**src/rtl/register_file_ckpt.sv**
```systemverilog
// rtl/register_file_ckpt.sv - rename register file with ROB tag table and branch checkpoints
// Checkpoint storage, allocation, release and restore are built only when RF_CKPT_EN is defined.
module register_file_ckpt #(
    parameter int REG_N  = 32,
    parameter int DAT_W  = 32,
    parameter int TAG_W  = 4,
    parameter int CKPT_N = 4,
    localparam int RB = $clog2(REG_N),
    localparam int CB = $clog2(CKPT_N)
) (
    input  logic             clk,
    input  logic             rst,
    input  logic             en,
    input  logic             is_en_i,
    input  logic             is_ic_i,
    input  logic [1:0]       is_tp_i,
    input  logic [3:0]       is_op_i,
    input  logic [DAT_W-1:0] is_imm_i,
    input  logic [DAT_W-1:0] is_pc_i,
    input  logic [RB-1:0]    is_rd_i,
    input  logic [RB-1:0]    is_rs1_i,
    input  logic [RB-1:0]    is_rs2_i,
    input  logic [TAG_W-1:0] is_tag_i,
    input  logic             is_br_i,
    output logic [CB-1:0]    ckpt_id_o,
    output logic             ckpt_full_o,
    input  logic             rob_en_i,
    input  logic [RB-1:0]    rob_rd_i,
    input  logic [TAG_W-1:0] rob_tag_i,
    input  logic [DAT_W-1:0] rob_v_i,
    input  logic             rob_br_i,
    input  logic             cdb_en_i,
    input  logic [TAG_W-1:0] cdb_tag_i,
    input  logic [DAT_W-1:0] cdb_v_i,
    input  logic             ldb_en_i,
    input  logic [TAG_W-1:0] ldb_tag_i,
    input  logic [DAT_W-1:0] ldb_v_i,
    input  logic             br_flag_i,
    input  logic [CB-1:0]    br_id_i,
    output logic             rs_en_o,
    output logic             lsb_en_o,
    output logic             ic_o,
    output logic [3:0]       op_o,
    output logic [DAT_W-1:0] imm_o,
    output logic [DAT_W-1:0] pc_o,
    output logic [TAG_W-1:0] qj_o,
    output logic [TAG_W-1:0] qk_o,
    output logic [DAT_W-1:0] vj_o,
    output logic [DAT_W-1:0] vk_o,
    output logic [TAG_W-1:0] qd_o
);

    logic [DAT_W-1:0] regs_q [REG_N];
    logic [DAT_W-1:0] regs_d [REG_N];
    logic [TAG_W-1:0] tag_q  [REG_N];
    logic [TAG_W-1:0] tag_d  [REG_N];
    logic             rs_en_q, rs_en_d, lsb_en_q, lsb_en_d, ic_q, ic_d;
    logic [3:0]       op_q, op_d;
    logic [DAT_W-1:0] imm_q, imm_d, pc_q, pc_d, vj_q, vj_d, vk_q, vk_d;
    logic [TAG_W-1:0] qj_q, qj_d, qk_q, qk_d, qd_q, qd_d;
    logic [TAG_W+DAT_W-1:0] src1, src2;
    logic             issue;

    // A mispredict squashes whatever the decoder presents in the same cycle.
    assign issue = is_en_i && !br_flag_i;

    function automatic logic [TAG_W+DAT_W-1:0] fwd(input logic [TAG_W-1:0] q,
                                                   input logic [DAT_W-1:0] v);
        logic [TAG_W+DAT_W-1:0] r;
        r = {q, v};
        if (q != '0) begin
            if (cdb_en_i && cdb_tag_i == q)      r = {{TAG_W{1'b0}}, cdb_v_i};
            else if (ldb_en_i && ldb_tag_i == q) r = {{TAG_W{1'b0}}, ldb_v_i};
            else if (rob_en_i && rob_tag_i == q) r = {{TAG_W{1'b0}}, rob_v_i};
        end
        return r;
    endfunction

`ifdef RF_CKPT_EN
    localparam logic [CB:0] CNT_FULL = (CB+1)'(CKPT_N);
    logic [TAG_W-1:0] ckpt_q [CKPT_N][REG_N];
    logic [TAG_W-1:0] ckpt_d [CKPT_N][REG_N];
    logic [CB-1:0]    head_q, head_d, tail_q, tail_d, off;
    logic [CB:0]      cnt_q, cnt_d;
    logic             full, rel, alloc, scrub;

    assign full        = (cnt_q == CNT_FULL);
    assign rel         = rob_br_i && (cnt_q != '0);
    assign alloc       = issue && is_br_i && (!full || rel);
    assign scrub       = rob_en_i && (rob_tag_i != '0);
    assign ckpt_id_o   = tail_q;
    assign ckpt_full_o = full;
`else
    logic unused_ckpt;
    assign unused_ckpt = ^{is_br_i, br_id_i, rob_br_i};
    assign ckpt_id_o   = '0;
    assign ckpt_full_o = 1'b0;
`endif

    always_comb begin
        regs_d = regs_q;
        tag_d  = tag_q;
        if (rob_en_i && rob_rd_i != '0) begin
            regs_d[rob_rd_i] = rob_v_i;
            if (tag_q[rob_rd_i] == rob_tag_i) tag_d[rob_rd_i] = '0;
        end
        if (issue && is_rd_i != '0) tag_d[is_rd_i] = is_tag_i;
`ifdef RF_CKPT_EN
        ckpt_d = ckpt_q;
        head_d = head_q;
        tail_d = tail_q;
        cnt_d  = cnt_q;
        off    = '0;
        for (int s = 0; s < CKPT_N; s++) begin
            off = CB'(s) - head_q;
            if (scrub && ({1'b0, off} < cnt_q)) begin
                for (int r = 0; r < REG_N; r++)
                    if (ckpt_q[s][r] == rob_tag_i) ckpt_d[s][r] = '0;
            end
        end
        if (rel) begin
            head_d = head_q + 1'b1;
            cnt_d  = cnt_q - 1'b1;
        end
        if (br_flag_i) begin
            // The mispredicting branch keeps its own slot; everything younger is freed.
            tag_d  = ckpt_d[br_id_i];
            off    = br_id_i - head_d;
            tail_d = br_id_i + 1'b1;
            cnt_d  = {1'b0, off} + 1'b1;
        end else if (alloc) begin
            ckpt_d[tail_q] = tag_d;
            tail_d         = tail_q + 1'b1;
            cnt_d          = cnt_d + 1'b1;
        end
`else
        if (br_flag_i) begin
            for (int r = 0; r < REG_N; r++) tag_d[r] = '0;
        end
`endif
    end

    always_comb begin
        src1     = fwd(tag_q[is_rs1_i], regs_q[is_rs1_i]);
        src2     = fwd(tag_q[is_rs2_i], regs_q[is_rs2_i]);
        rs_en_d  = 1'b0;
        lsb_en_d = 1'b0;
        ic_d     = ic_q;
        op_d     = op_q;
        imm_d    = imm_q;
        pc_d     = pc_q;
        qj_d     = qj_q;
        vj_d     = vj_q;
        qk_d     = qk_q;
        vk_d     = vk_q;
        qd_d     = qd_q;
        if (issue) begin
            lsb_en_d     = (is_tp_i == 2'b01) || (is_tp_i == 2'b10);
            rs_en_d      = !lsb_en_d;
            ic_d         = is_ic_i;
            op_d         = is_op_i;
            imm_d        = is_imm_i;
            pc_d         = is_pc_i;
            {qj_d, vj_d} = src1;
            {qk_d, vk_d} = src2;
            qd_d         = is_tag_i;
        end
    end

    always_ff @(posedge clk or negedge rst) begin
        if (!rst) begin
            for (int r = 0; r < REG_N; r++) begin
                regs_q[r] <= '0;
                tag_q[r]  <= '0;
            end
            rs_en_q  <= 1'b0;
            lsb_en_q <= 1'b0;
            ic_q     <= 1'b0;
            op_q     <= '0;
            imm_q    <= '0;
            pc_q     <= '0;
            qj_q     <= '0;
            vj_q     <= '0;
            qk_q     <= '0;
            vk_q     <= '0;
            qd_q     <= '0;
`ifdef RF_CKPT_EN
            for (int s = 0; s < CKPT_N; s++)
                for (int r = 0; r < REG_N; r++) ckpt_q[s][r] <= '0;
            head_q <= '0;
            tail_q <= '0;
            cnt_q  <= '0;
`endif
        end else if (en) begin
            regs_q   <= regs_d;
            tag_q    <= tag_d;
            rs_en_q  <= rs_en_d;
            lsb_en_q <= lsb_en_d;
            ic_q     <= ic_d;
            op_q     <= op_d;
            imm_q    <= imm_d;
            pc_q     <= pc_d;
            qj_q     <= qj_d;
            vj_q     <= vj_d;
            qk_q     <= qk_d;
            vk_q     <= vk_d;
            qd_q     <= qd_d;
`ifdef RF_CKPT_EN
            ckpt_q <= ckpt_d;
            head_q <= head_d;
            tail_q <= tail_d;
            cnt_q  <= cnt_d;
`endif
        end
    end

    assign rs_en_o  = rs_en_q;
    assign lsb_en_o = lsb_en_q;
    assign ic_o     = ic_q;
    assign op_o     = op_q;
    assign imm_o    = imm_q;
    assign pc_o     = pc_q;
    assign qj_o     = qj_q;
    assign vj_o     = vj_q;
    assign qk_o     = qk_q;
    assign vk_o     = vk_q;
    assign qd_o     = qd_q;

endmodule

```
**config.mk**
```make
export PLATFORM = sky130hd
export DESIGN_NAME = register_file_ckpt
export DESIGN_NICKNAME = d
export VERILOG_FILES = /design/src/rtl/register_file_ckpt.sv
export SDC_FILE = /design/constraint.sdc
export NUM_CORES = 2
export LEC_CHECK = 0
export CAP_MARGIN = 0
export CORE_MARGIN = 4
export CORE_UTILIZATION = 60
export DETAILED_ROUTE_END_ITERATION = 7
export PLACE_DENSITY = 0.87
export SLEW_MARGIN = 20
export SYNTH_ARGS = -nofsm -noshare
export SYNTH_HDL_FRONTEND = slang
export SYNTH_SLANG_ARGS = --single-unit
export TNS_END_PERCENT = 50
```
**constraint.sdc**
```tcl
create_clock -name clk -period 3.7 [get_ports clk]
set_input_delay 0.37 -clock clk [delete_from_list [all_inputs] [get_ports clk]]
set_output_delay 0.37 -clock clk [all_outputs]
set_load 0.01 [all_outputs]
```
==> metrics.md <==
| Metric | Value |
|---|---|
| Main combinational cell family by area after synthesis | `multiplexers` |
| Max Cap Violations | `0` |
| Fmax achieved | `between 200 and 300 MHz` |
| Area Growth Syn to Fin | `17.2%` |
| Post-synth top area cell | `dfrtp_1` |
| Gr ovfl total | `0` |
| Final Skew | `between 0.02 and 0.03 ns` |
| Register area | `32500 um2` |
| Max transition margin | `24.2%` |
| RSZ-0062 raised after global routing | `yes` |
| Status | `finished with violations` |
| Wire per inst | `35.0 um` |
| Failing checks | `negative setup slack` |
| Most frequent cell after synthesis | `dfrtp_1` |
| DP Wirelength | `approximately 150000 um` |
| Worst Tran Pin Value | `1.13 ns` |
| Clock power frac | `between 30 and 40%` |
| Final ANT Viol Nets | `0` |
| Yosys reg bits | `1299` |
| Synth Area in Compound Gates | `under 10%` |
| Synth Flop Type | `dfrtp_1` |
| Maximum VDD drop | `476 uV` |
| Gate Count Post-Synth | `between 4000 and 5000` |
| Net switching power | `11.0 mW` |
| CTS tree | `yes` |
| Worst-path maximum fanout | `6` |
| Num CTS Buffers | `137` |
| # setup viols final | `1` |
| Synth top area share | `46.6%` |
| Total internal power | `28.7 mW` |
| Mux contribution to synthesized area | `41.0%` |
| Routed WL | `~240000 um` |
| Post-synth cell types | `69` |
| CP Class | `reg2reg` |
| Synth top area cells | `dfrtp_1 47%, mux4_2 23%, mux2_2 17%` |
| Clk buf depth | `3` |
| Crit. End Element | `flop` |
| Fraction of registers with async set/reset | `100%` |
| Adder-Cell Fraction of Synth Area | `0%` |
| Final hold violation count | `0` |
| CTS sink count | `1299` |
| Fin. max-slew vios | `0` |
| CTS root buffer | `clkbuf_16` |
| Row count | `124` |
| Sequential share of power | `43.9%` |
| Combinational group share of total power | `19.4%` |
| Commonest cells in the netlist | `1299 x dfrtp_1, 1023 x mux2_2, 718 x mux4_2` |
| DRC | `0` |
| GRT Overall Usage | `39.2%` |
| Hold Path Cell Cnt | `3` |
| Layout cells sized above 1 | `between 40% and 50%` |
| Post-synth EDFFs | `0` |
| Crit share post-route | `101%` |
| PortBufs | `357` |
| Ports | `365` |
| Seq/Total Area, Yosys | `46.6%` |
| Min Tclk post-route | `3.75 ns` |
| Wire length of the first global-routing pass | `350000 um` |
| CTS H-tree lvls | `4` |
| Area share of xor/xnor cells in the synthesized design | `less than 1%` |
| Effective utilization at floorplan | `60.7%` |
| Multi-input gate area | `between 30000 and 40000 um2` |
| Pre-CTS setup slack | `-0.271 ns` |
| FILL cells | `6817` |
| Switching share of power | `around 28%` |
| Placer congestion estimate | `about 1.0` |
| Initial antenna violation count | `10` |
| Vias in the first global route | `52900` |
| Hold Crit Class | `in2reg` |
| Clk pin slew, worst setup/hold paths | `0.07 ns` |
| Die ar. | `between 100000 and 150000 um2` |
| Post-Syn Area | `69700 um2` |
| Nets | `5352` |
| Die extent in y | `349 um` |
| Vias | `50300` |
| Pleak | `~36 nW` |
| Via-per-instance ratio | `7.43` |
| Initial DRC Count | `6327` |
| Synth Area per Inst | `14.6 um2` |
| Router iterations before antenna repair | `8` |
| Setup ws final | `-0.0483 ns` |
| Critical path data arrival time | `4.37 ns` |
| Yosys warns | `0` |
| Synth Area in Simple Gates | `~4.3%` |
| Tot Pwr | `39.7 mW` |
| Cell Pwr Density | `486 nW/um2` |
| Die X | `349 um` |
| Worst Reg2Reg Path Length in Cells | `12` |
| Core footprint | `approximately 110000 um2` |
| Data required time at the worst endpoint | `roughly 4.3 ns` |
| Insertion delay of the later-clocked pin in the worst-skew pair | `0.76 ns` |
| CP Launch Type | `flop` |
| Largest net degree at the start of global routing | `135` |
cell usage in the layout (no fill, tap or decap), drive strengths merged, types with 23 or more instances in the layout:
| cell | count |
|---|---|
| nor2b | 34 |
| o31ai | 30 |
| clkdlybuf4s50 | 333 |
| nor2 | 114 |
| a221oi | 44 |
| dfrtp | 1299 |
| a22o | 59 |
| clkbuf | 202 |
| mux2i | 89 |
| nand3 | 29 |
| buf | 373 |
| mux4 | 718 |
| nand2 | 399 |
| a21oi | 67 |
| o21ai | 103 |
| clkinv | 23 |
| mux2 | 1023 |
| and3 | 28 |
| a22oi | 46 |
power groups by stage:
stage / sequential, mW / clock, mW / combinational [mW]
3_5_place_dp: 17.5 / 0 / 7.47
4_1_cts: 17.3 / 14.6 / 7.60
6_report: 17.4 / 14.6 / 7.70
3_3_place_gp: 17.3 / 0 / 7.24
2_1_floorplan: 17.2 / 0 / 4.53
5_1_grt: 17.6 / 15.2 / 8.10
kinds of logic after synthesis:
| kind of cell | Yosys count |
|---|---|
| AO/OA/AOI/OAI | 439 |
| XOR/XNOR | 29 |
| buffers and inverters | 515 |
| flip-flops | 1299 |
| multiplexers | 1830 |
| other | 1 |
| AND/OR/NAND/NOR | 674 |
layer usage:
layer  GRT usage (%)  share of wire (%)  up-vias
li1                -                  -    19100
met1            49.2                 34    25900
met2            58.0                 45     4115
met3            14.8                 14     1101
met4            24.7                7.4        2
met5               0             0.0055        -
critical path, cell delays in order (launching register included):
cell,delay (ns)
dfrtp_1,0.40
buf_4,0.16
mux4_2,0.43
mux2_2,0.32
o22ai_1,0.21
a221o_1,0.31
buf_12,0.17
xnor2_1,0.16
nor4b_4,0.08
buf_4,0.17
o31a_4,0.43
a211oi_1,0.62
o31ai_2,0.15
final cells by class:
class	count	share of cell area (%)
antenna	7	0.0214
clock buffer	201	5.00
clock inverter	50	0.839
inverter	16	0.0735
multi-input combinational	2975	43.3
sequential	1299	39.8
tap	1512	2.31
timing repair buffer	708	8.67
per-stage QoR:
step / util [%] / instances / hold WS (ns) / area, um2 / TNS, ns
after floorplan: - / 4789 / 0.0744 / 69700 / 0
after global placement: 67.0 / 6505 / 0.337 / 76900 / -12.23
after detailed placement: 67.0 / 6505 / 0.344 / 76900 / -16.44
after CTS: 71.2 / 6757 / 0.105 / 81700 / 0
after global routing: 71.2 / 6766 / 0.123 / 81700 / -0.203
final: 71.2 / 6768 / 0.137 / 81800 / -0.0483
sequential cells by signal (all words and copies together), names as in the netlist:
register,cells
tag_q,128
rs_en_o,1
imm_o,32
vj_o,32
qd_o,4
ic_o,1
pc_o,32
qj_o,4
lsb_en_o,1
regs_q,1024
op_o,4
qk_o,4
vk_o,32
final timing paths:
check,start,endpoint,slack [ns]
max,tag_q[53],vj_o[0],-0.05
min,is_imm_i[21],imm_o[21],0.14
max reg2reg,tag_q[53],vj_o[0],-0.05
min reg2reg,regs_q[1013],regs_q[1013],0.40
max in group asynchronous,rst,regs_q[218],2.18
min in group asynchronous,rst,tag_q[126],0.19
timing repair:
action,in CTS,in global routing
endpoints found under the hold margin,76,0
hold buffers,1,0
gates resized for setup,0,9
endpoints found under the setup margin,0,44
buffers inserted,0,4
Note: power is estimated with default switching activity, not from simulation.
